## src/rtl/vpu_dcache_arb.sv

```systemverilog
// Arbiter merging the scalar core data port and the vector LSU port onto one D$ port.
// Optional macro VPU_DCACHE_ARB_VPU_PRIORITY_EN: VPU wins every tie instead of round-robin.
module vpu_dcache_arb (
    input  logic        clk_i,
    input  logic        rst_i,
    input  logic        cpu_request_i,
    input  logic [3:0]  cpu_write_i,
    input  logic [31:0] cpu_addr_i,
    input  logic [31:0] cpu_in_i,
    output logic        cpu_wait_o,
    output logic [31:0] cpu_out_o,
    input  logic        vpu_request_i,
    input  logic [3:0]  vpu_write_i,
    input  logic [31:0] vpu_addr_i,
    input  logic [31:0] vpu_in_i,
    output logic        vpu_wait_o,
    output logic [31:0] vpu_out_o,
    output logic        dcache_request_o,
    output logic [3:0]  dcache_write_o,
    output logic [31:0] dcache_addr_o,
    output logic [31:0] dcache_in_o,
    input  logic        dcache_wait_i,
    input  logic [31:0] dcache_out_i
);

    typedef enum logic [1:0] {
        OWN_IDLE = 2'd0,
        OWN_CPU  = 2'd1,
        OWN_VPU  = 2'd2
    } own_e;

    own_e        own_q, own_d;
    logic        cpu_pend_q, cpu_pend_d;
    logic        vpu_pend_q, vpu_pend_d;
    logic [3:0]  cpu_pwrite_q, vpu_pwrite_q;
    logic [31:0] cpu_paddr_q, vpu_paddr_q;
    logic [31:0] cpu_pin_q, vpu_pin_q;
    logic        cpu_cap, vpu_cap;

    logic        can_issue;
    logic        cpu_cand, vpu_cand;
    logic        grant_cpu, grant_vpu;
    logic [3:0]  cpu_c_write, vpu_c_write;
    logic [31:0] cpu_c_addr, vpu_c_addr;
    logic [31:0] cpu_c_in, vpu_c_in;

`ifndef VPU_DCACHE_ARB_VPU_PRIORITY_EN
    // last_q = 1 means the VPU was granted most recently
    logic        last_q, last_d;
`endif

    // A buffered request always takes precedence over the live one on the same side
    always_comb begin
        cpu_cand    = cpu_pend_q | cpu_request_i;
        vpu_cand    = vpu_pend_q | vpu_request_i;
        cpu_c_write = cpu_pend_q ? cpu_pwrite_q : cpu_write_i;
        cpu_c_addr  = cpu_pend_q ? cpu_paddr_q  : cpu_addr_i;
        cpu_c_in    = cpu_pend_q ? cpu_pin_q    : cpu_in_i;
        vpu_c_write = vpu_pend_q ? vpu_pwrite_q : vpu_write_i;
        vpu_c_addr  = vpu_pend_q ? vpu_paddr_q  : vpu_addr_i;
        vpu_c_in    = vpu_pend_q ? vpu_pin_q    : vpu_in_i;
        can_issue   = (own_q == OWN_IDLE) | !dcache_wait_i;
    end

    always_comb begin
        grant_cpu = 1'b0;
        grant_vpu = 1'b0;
        if (can_issue && !rst_i) begin
            if (cpu_cand && vpu_cand) begin
`ifdef VPU_DCACHE_ARB_VPU_PRIORITY_EN
                grant_vpu = 1'b1;
`else
                grant_cpu = last_q;
                grant_vpu = !last_q;
`endif
            end else if (cpu_cand) begin
                grant_cpu = 1'b1;
            end else if (vpu_cand) begin
                grant_vpu = 1'b1;
            end
        end
    end

    always_comb begin
        dcache_request_o = grant_cpu | grant_vpu;
        dcache_write_o   = 4'd0;
        dcache_addr_o    = 32'd0;
        dcache_in_o      = 32'd0;
        if (grant_cpu) begin
            dcache_write_o = cpu_c_write;
            dcache_addr_o  = cpu_c_addr;
            dcache_in_o    = cpu_c_in;
        end else if (grant_vpu) begin
            dcache_write_o = vpu_c_write;
            dcache_addr_o  = vpu_c_addr;
            dcache_in_o    = vpu_c_in;
        end
    end

    // A live request arriving while its side is already pending is dropped
    always_comb begin
        own_d      = own_q;
        cpu_pend_d = cpu_pend_q;
        vpu_pend_d = vpu_pend_q;
        cpu_cap    = cpu_request_i & !cpu_pend_q & !grant_cpu;
        vpu_cap    = vpu_request_i & !vpu_pend_q & !grant_vpu;
`ifndef VPU_DCACHE_ARB_VPU_PRIORITY_EN
        last_d     = last_q;
        if (grant_cpu) last_d = 1'b0;
        if (grant_vpu) last_d = 1'b1;
`endif
        if (can_issue) begin
            if (grant_cpu)      own_d = OWN_CPU;
            else if (grant_vpu) own_d = OWN_VPU;
            else                own_d = OWN_IDLE;
        end
        if (grant_cpu) cpu_pend_d = 1'b0;
        if (grant_vpu) vpu_pend_d = 1'b0;
        if (cpu_cap)   cpu_pend_d = 1'b1;
        if (vpu_cap)   vpu_pend_d = 1'b1;
    end

    always_ff @(posedge clk_i or posedge rst_i) begin
        if (rst_i) begin
            own_q      <= OWN_IDLE;
            cpu_pend_q <= 1'b0;
            vpu_pend_q <= 1'b0;
`ifndef VPU_DCACHE_ARB_VPU_PRIORITY_EN
            last_q     <= 1'b1;
`endif
        end else begin
            own_q      <= own_d;
            cpu_pend_q <= cpu_pend_d;
            vpu_pend_q <= vpu_pend_d;
`ifndef VPU_DCACHE_ARB_VPU_PRIORITY_EN
            last_q     <= last_d;
`endif
        end
    end

    // Buffer payloads are qualified by the pend flags, so they need no reset
    always_ff @(posedge clk_i) begin
        if (cpu_cap) begin
            cpu_pwrite_q <= cpu_write_i;
            cpu_paddr_q  <= cpu_addr_i;
            cpu_pin_q    <= cpu_in_i;
        end
        if (vpu_cap) begin
            vpu_pwrite_q <= vpu_write_i;
            vpu_paddr_q  <= vpu_addr_i;
            vpu_pin_q    <= vpu_in_i;
        end
    end

    always_comb begin
        cpu_wait_o = cpu_pend_q | ((own_q == OWN_CPU) & dcache_wait_i);
        vpu_wait_o = vpu_pend_q | ((own_q == OWN_VPU) & dcache_wait_i);
        cpu_out_o  = (own_q == OWN_CPU) ? dcache_out_i : 32'd0;
        vpu_out_o  = (own_q == OWN_VPU) ? dcache_out_i : 32'd0;
    end

endmodule

```

## config.mk

```make
export PLATFORM = sky130hd
export DESIGN_NAME = vpu_dcache_arb
export DESIGN_NICKNAME = d
export VERILOG_FILES = /design/src/rtl/vpu_dcache_arb.sv
export SDC_FILE = /design/constraint.sdc
export NUM_CORES = 1
export LEC_CHECK = 0
export BUFFER_PORTS_ARGS = -buffer_cell sky130_fd_sc_hd__buf_2
export CAP_MARGIN = 20
export CORE_MARGIN = 10
export CORE_UTILIZATION = 35
export DETAILED_ROUTE_END_ITERATION = 10
export GPL_TIMING_DRIVEN = 0
export MAX_ROUTING_LAYER = met4
export SYNTH_ARGS = -nofsm -noshare
export SYNTH_HDL_FRONTEND = slang
export SYNTH_SLANG_ARGS = --single-unit
```

## constraint.sdc

```tcl
create_clock -name clk_i -period 8.8 [get_ports clk_i]
set_clock_uncertainty 0.2 [all_clocks]
set_input_delay 2.64 -clock clk_i [delete_from_list [all_inputs] [get_ports clk_i]]
set_output_delay 2.64 -clock clk_i [all_outputs]
set_load 0.01 [all_outputs]
```

==> out/results.txt <==
Worst Path Required -> 5.96 ns
mean number of vias per cell -> 4.98
# resized after CTS -> 0
Synth cell types -> 27
Placer Congestion -> 0.859
final-report max-slew violation count -> 0
Post-CTS Setup Repair Bufs -> 0
count of flip-flops with a built-in enable after synthesis -> 136
via count -> 6275
Simple-Gate Fraction of Synth Area -> 0.150
post-route ant nets -> 0
P per Cell Area -> 314 nW/um^2
Yosys warning total -> 0
die width -> 168 um
clk root buf -> clkbuf_16
CTS tree -> done
Critical Path End Type -> output port
P&R area growth vs syn -> 34.8%
largest cells by area after synthesis -> edfxtp_1, mux2_2, nand3_1, and2_1, a21oi_1
1st-iter DRT viols -> 362
minimum clock period -> 6.82 ns
clock latency at the later pin of the worst-skew pair -> 0.42 ns
Leak Pwr -> 4.41 nW
WS Path Type -> input port to output port
Synth Area per Inst -> 12.1 sq um
Hold WS -> 0.318 ns
# setup viols final -> 0
DR WL/cell -> 20.9 um
Main synth FF type -> edfxtp_1
# hold bufs at CTS -> 0
status -> finished, final reports clean
largest area contributor in the netlist -> edfxtp_1
# nets final -> 1138
FF-to-FF setup slack -> 6.23 ns
initial core utilization -> 0.354
mux cell area share after synthesis -> 0.200
unrepaired setup endpoints after global routing -> no
Final Core Density -> 0.477
placed cell areas -> 9750 sq um
Finished Cell Area -> 10300 sq um
CP startpoint kind -> input port
PortBufs -> 307
Post-synth top cells -> edfxtp_1, mux2_2, nand3_1
Rows -> 54
drt pass-1 iters -> 5
io pins -> 308
CTS Buf Count -> 17
gr ovfl total -> 0
dpl cells -> 1226
Worst-path clk slew -> 0.06 ns
drt drc -> 0
CTS sink cnt -> 141
Core ar. -> 21700 sq um
Yosys top cell area share -> 0.533
Longest Clk Path Bufs -> 2
DIE HEIGHT -> 168 um
worst IR drop on VDD -> 0.130 mV
Max Freq -> 147 MHz
largest net degree at the start of global routing -> 24
Max Cap Viol -> 0
compound-gate portion of the synthesized area -> 0.0561
final wirelength -> 26300 um
setup TNS -> 0 ns
H-Tree Depth -> 4
Syn Nets -> 805
crit path max fanout -> 10
Die ar. -> 28200 sq um
slew margin rel. -> 0.490
first-pass GRT wire length -> 40400 um
DP HPWL -> 20200 um
FILL cells -> 2040
xor and xnor area share after synthesis -> 0
Synth Instances -> 632
initial antenna violation count -> 2
CP arrival -> 3.98 ns
Seq cells post-synth -> 141
Final Hold Fails -> 0
Final period util -> 0.776
post-synthesis cell area -> 7670 sq um
Post-synth ARST share -> 0.0355
vias in the first global route -> 6733
register area share after synthesis -> 0.549
Total Routing Usage GR -> 0.186
fin cells -> 1260
Synth Area in Adders -> 0
Min-Delay Path Class -> flip-flop to flip-flop
combinational family with the most area after synthesis -> multiplexers
layout cells sized above 1 -> 0.552
Worst-Margin Slew -> 0.763 ns
## worst paths after layout
| path | from | to | cells past startpoint |
|---|---|---|---|
| min in group asynchronous | rst_i | own_q[0]$_DFFE_PP0P_ | 2 |
| max reg2reg | last_q$_DFFE_PP1P_ | vpu_paddr_q[31]$_DFFE_PP_ | 5 |
| min reg2reg | last_q$_DFFE_PP1P_ | last_q$_DFFE_PP1P_ | 1 |
| min | last_q$_DFFE_PP1P_ | last_q$_DFFE_PP1P_ | 1 |
| max | vpu_request_i | dcache_addr_o[1] | 7 |
| max in group asynchronous | rst_i | last_q$_DFFE_PP1P_ | 2 |
## sequential cells by signal (all words and copies together) (netlist names)
register,count
cpu_pwrite_q,4
last_q,1
vpu_pend_q,1
cpu_paddr_q,32
own_q,2
cpu_pend_q,1
vpu_pin_q,32
cpu_pin_q,32
vpu_pwrite_q,4
vpu_paddr_q,32
## cells by family (layout without fill, tap and decap cells)
logic type      Yosys count  in the layout
simple gates            213            213
flops                   141            141
mux                     136            136
compound gates           80             80
buf+inv                  62            408
other cells               0              2
## layer usage
metal  global-route usage  vias to the layer above  wire, um
li1                     -                     3039         -
met1                0.243                     3026     12200
met2                0.294                      191     12700
met3               0.0368                       19      1110
met4               0.0443                        0       327
met5                    -                        -         0
## final cells by class
class                   instances  area [sq um]  area share
diodes                          2          5.00    0.000484
clock inverters                14           158      0.0152
flip-flops and latches        141          4210       0.407
well taps                     280           350      0.0339
inverters                       2          7.51    0.000726
plain buffers                  60           339      0.0328
repair buffers                314          1700       0.165
clock buffers                  18           429      0.0415
multi-input cells             429          3140       0.303
## metrics by stage
step / total power, W / worst slack (ns)
CTS: 0.00329 / 1.93
detailed placement: 0.00254 / 1.94
floorplan: 0.00197 / 0.0741
global placement: 0.00252 / -3.21
global route: 0.00346 / 1.83
finish: 0.00324 / 1.98
## worst max-delay path, cell delays in order
cell	delay, ns
buf_2	0.11
o21bai_1	0.12
buf_2	0.28
buf_2	0.30
nand3_1	0.14
a21oi_1	0.21
buf_2	0.18
## report_power, final
| part | switching [W] | leakage (nW) | internal (W) |
|---|---|---|---|
| Combinational | 0.000901 | 2.82 | 0.000707 |
| Clock | 0.000306 | 0.284 | 0.000424 |
| Sequential | 0.0000289 | 1.31 | 0.000874 |
| Total | 0.00124 | 4.41 | 0.00201 |
## placed cells by master (no fill, tap or decap), types with 4 or more instances in the layout
| master | n |
|---|---|
| a21oi_1 | 69 |
| and2_1 | 65 |
| buf_16 | 5 |
| buf_2 | 344 |
| buf_4 | 15 |
| clkbuf_1 | 7 |
| clkbuf_16 | 17 |
| dfrtp_1 | 4 |
| edfxtp_1 | 136 |
| inv_6 | 5 |
| mux2_2 | 136 |
| nand2_1 | 5 |
| nand3_1 | 136 |
Note: power is estimated with default switching activity, not from simulation.
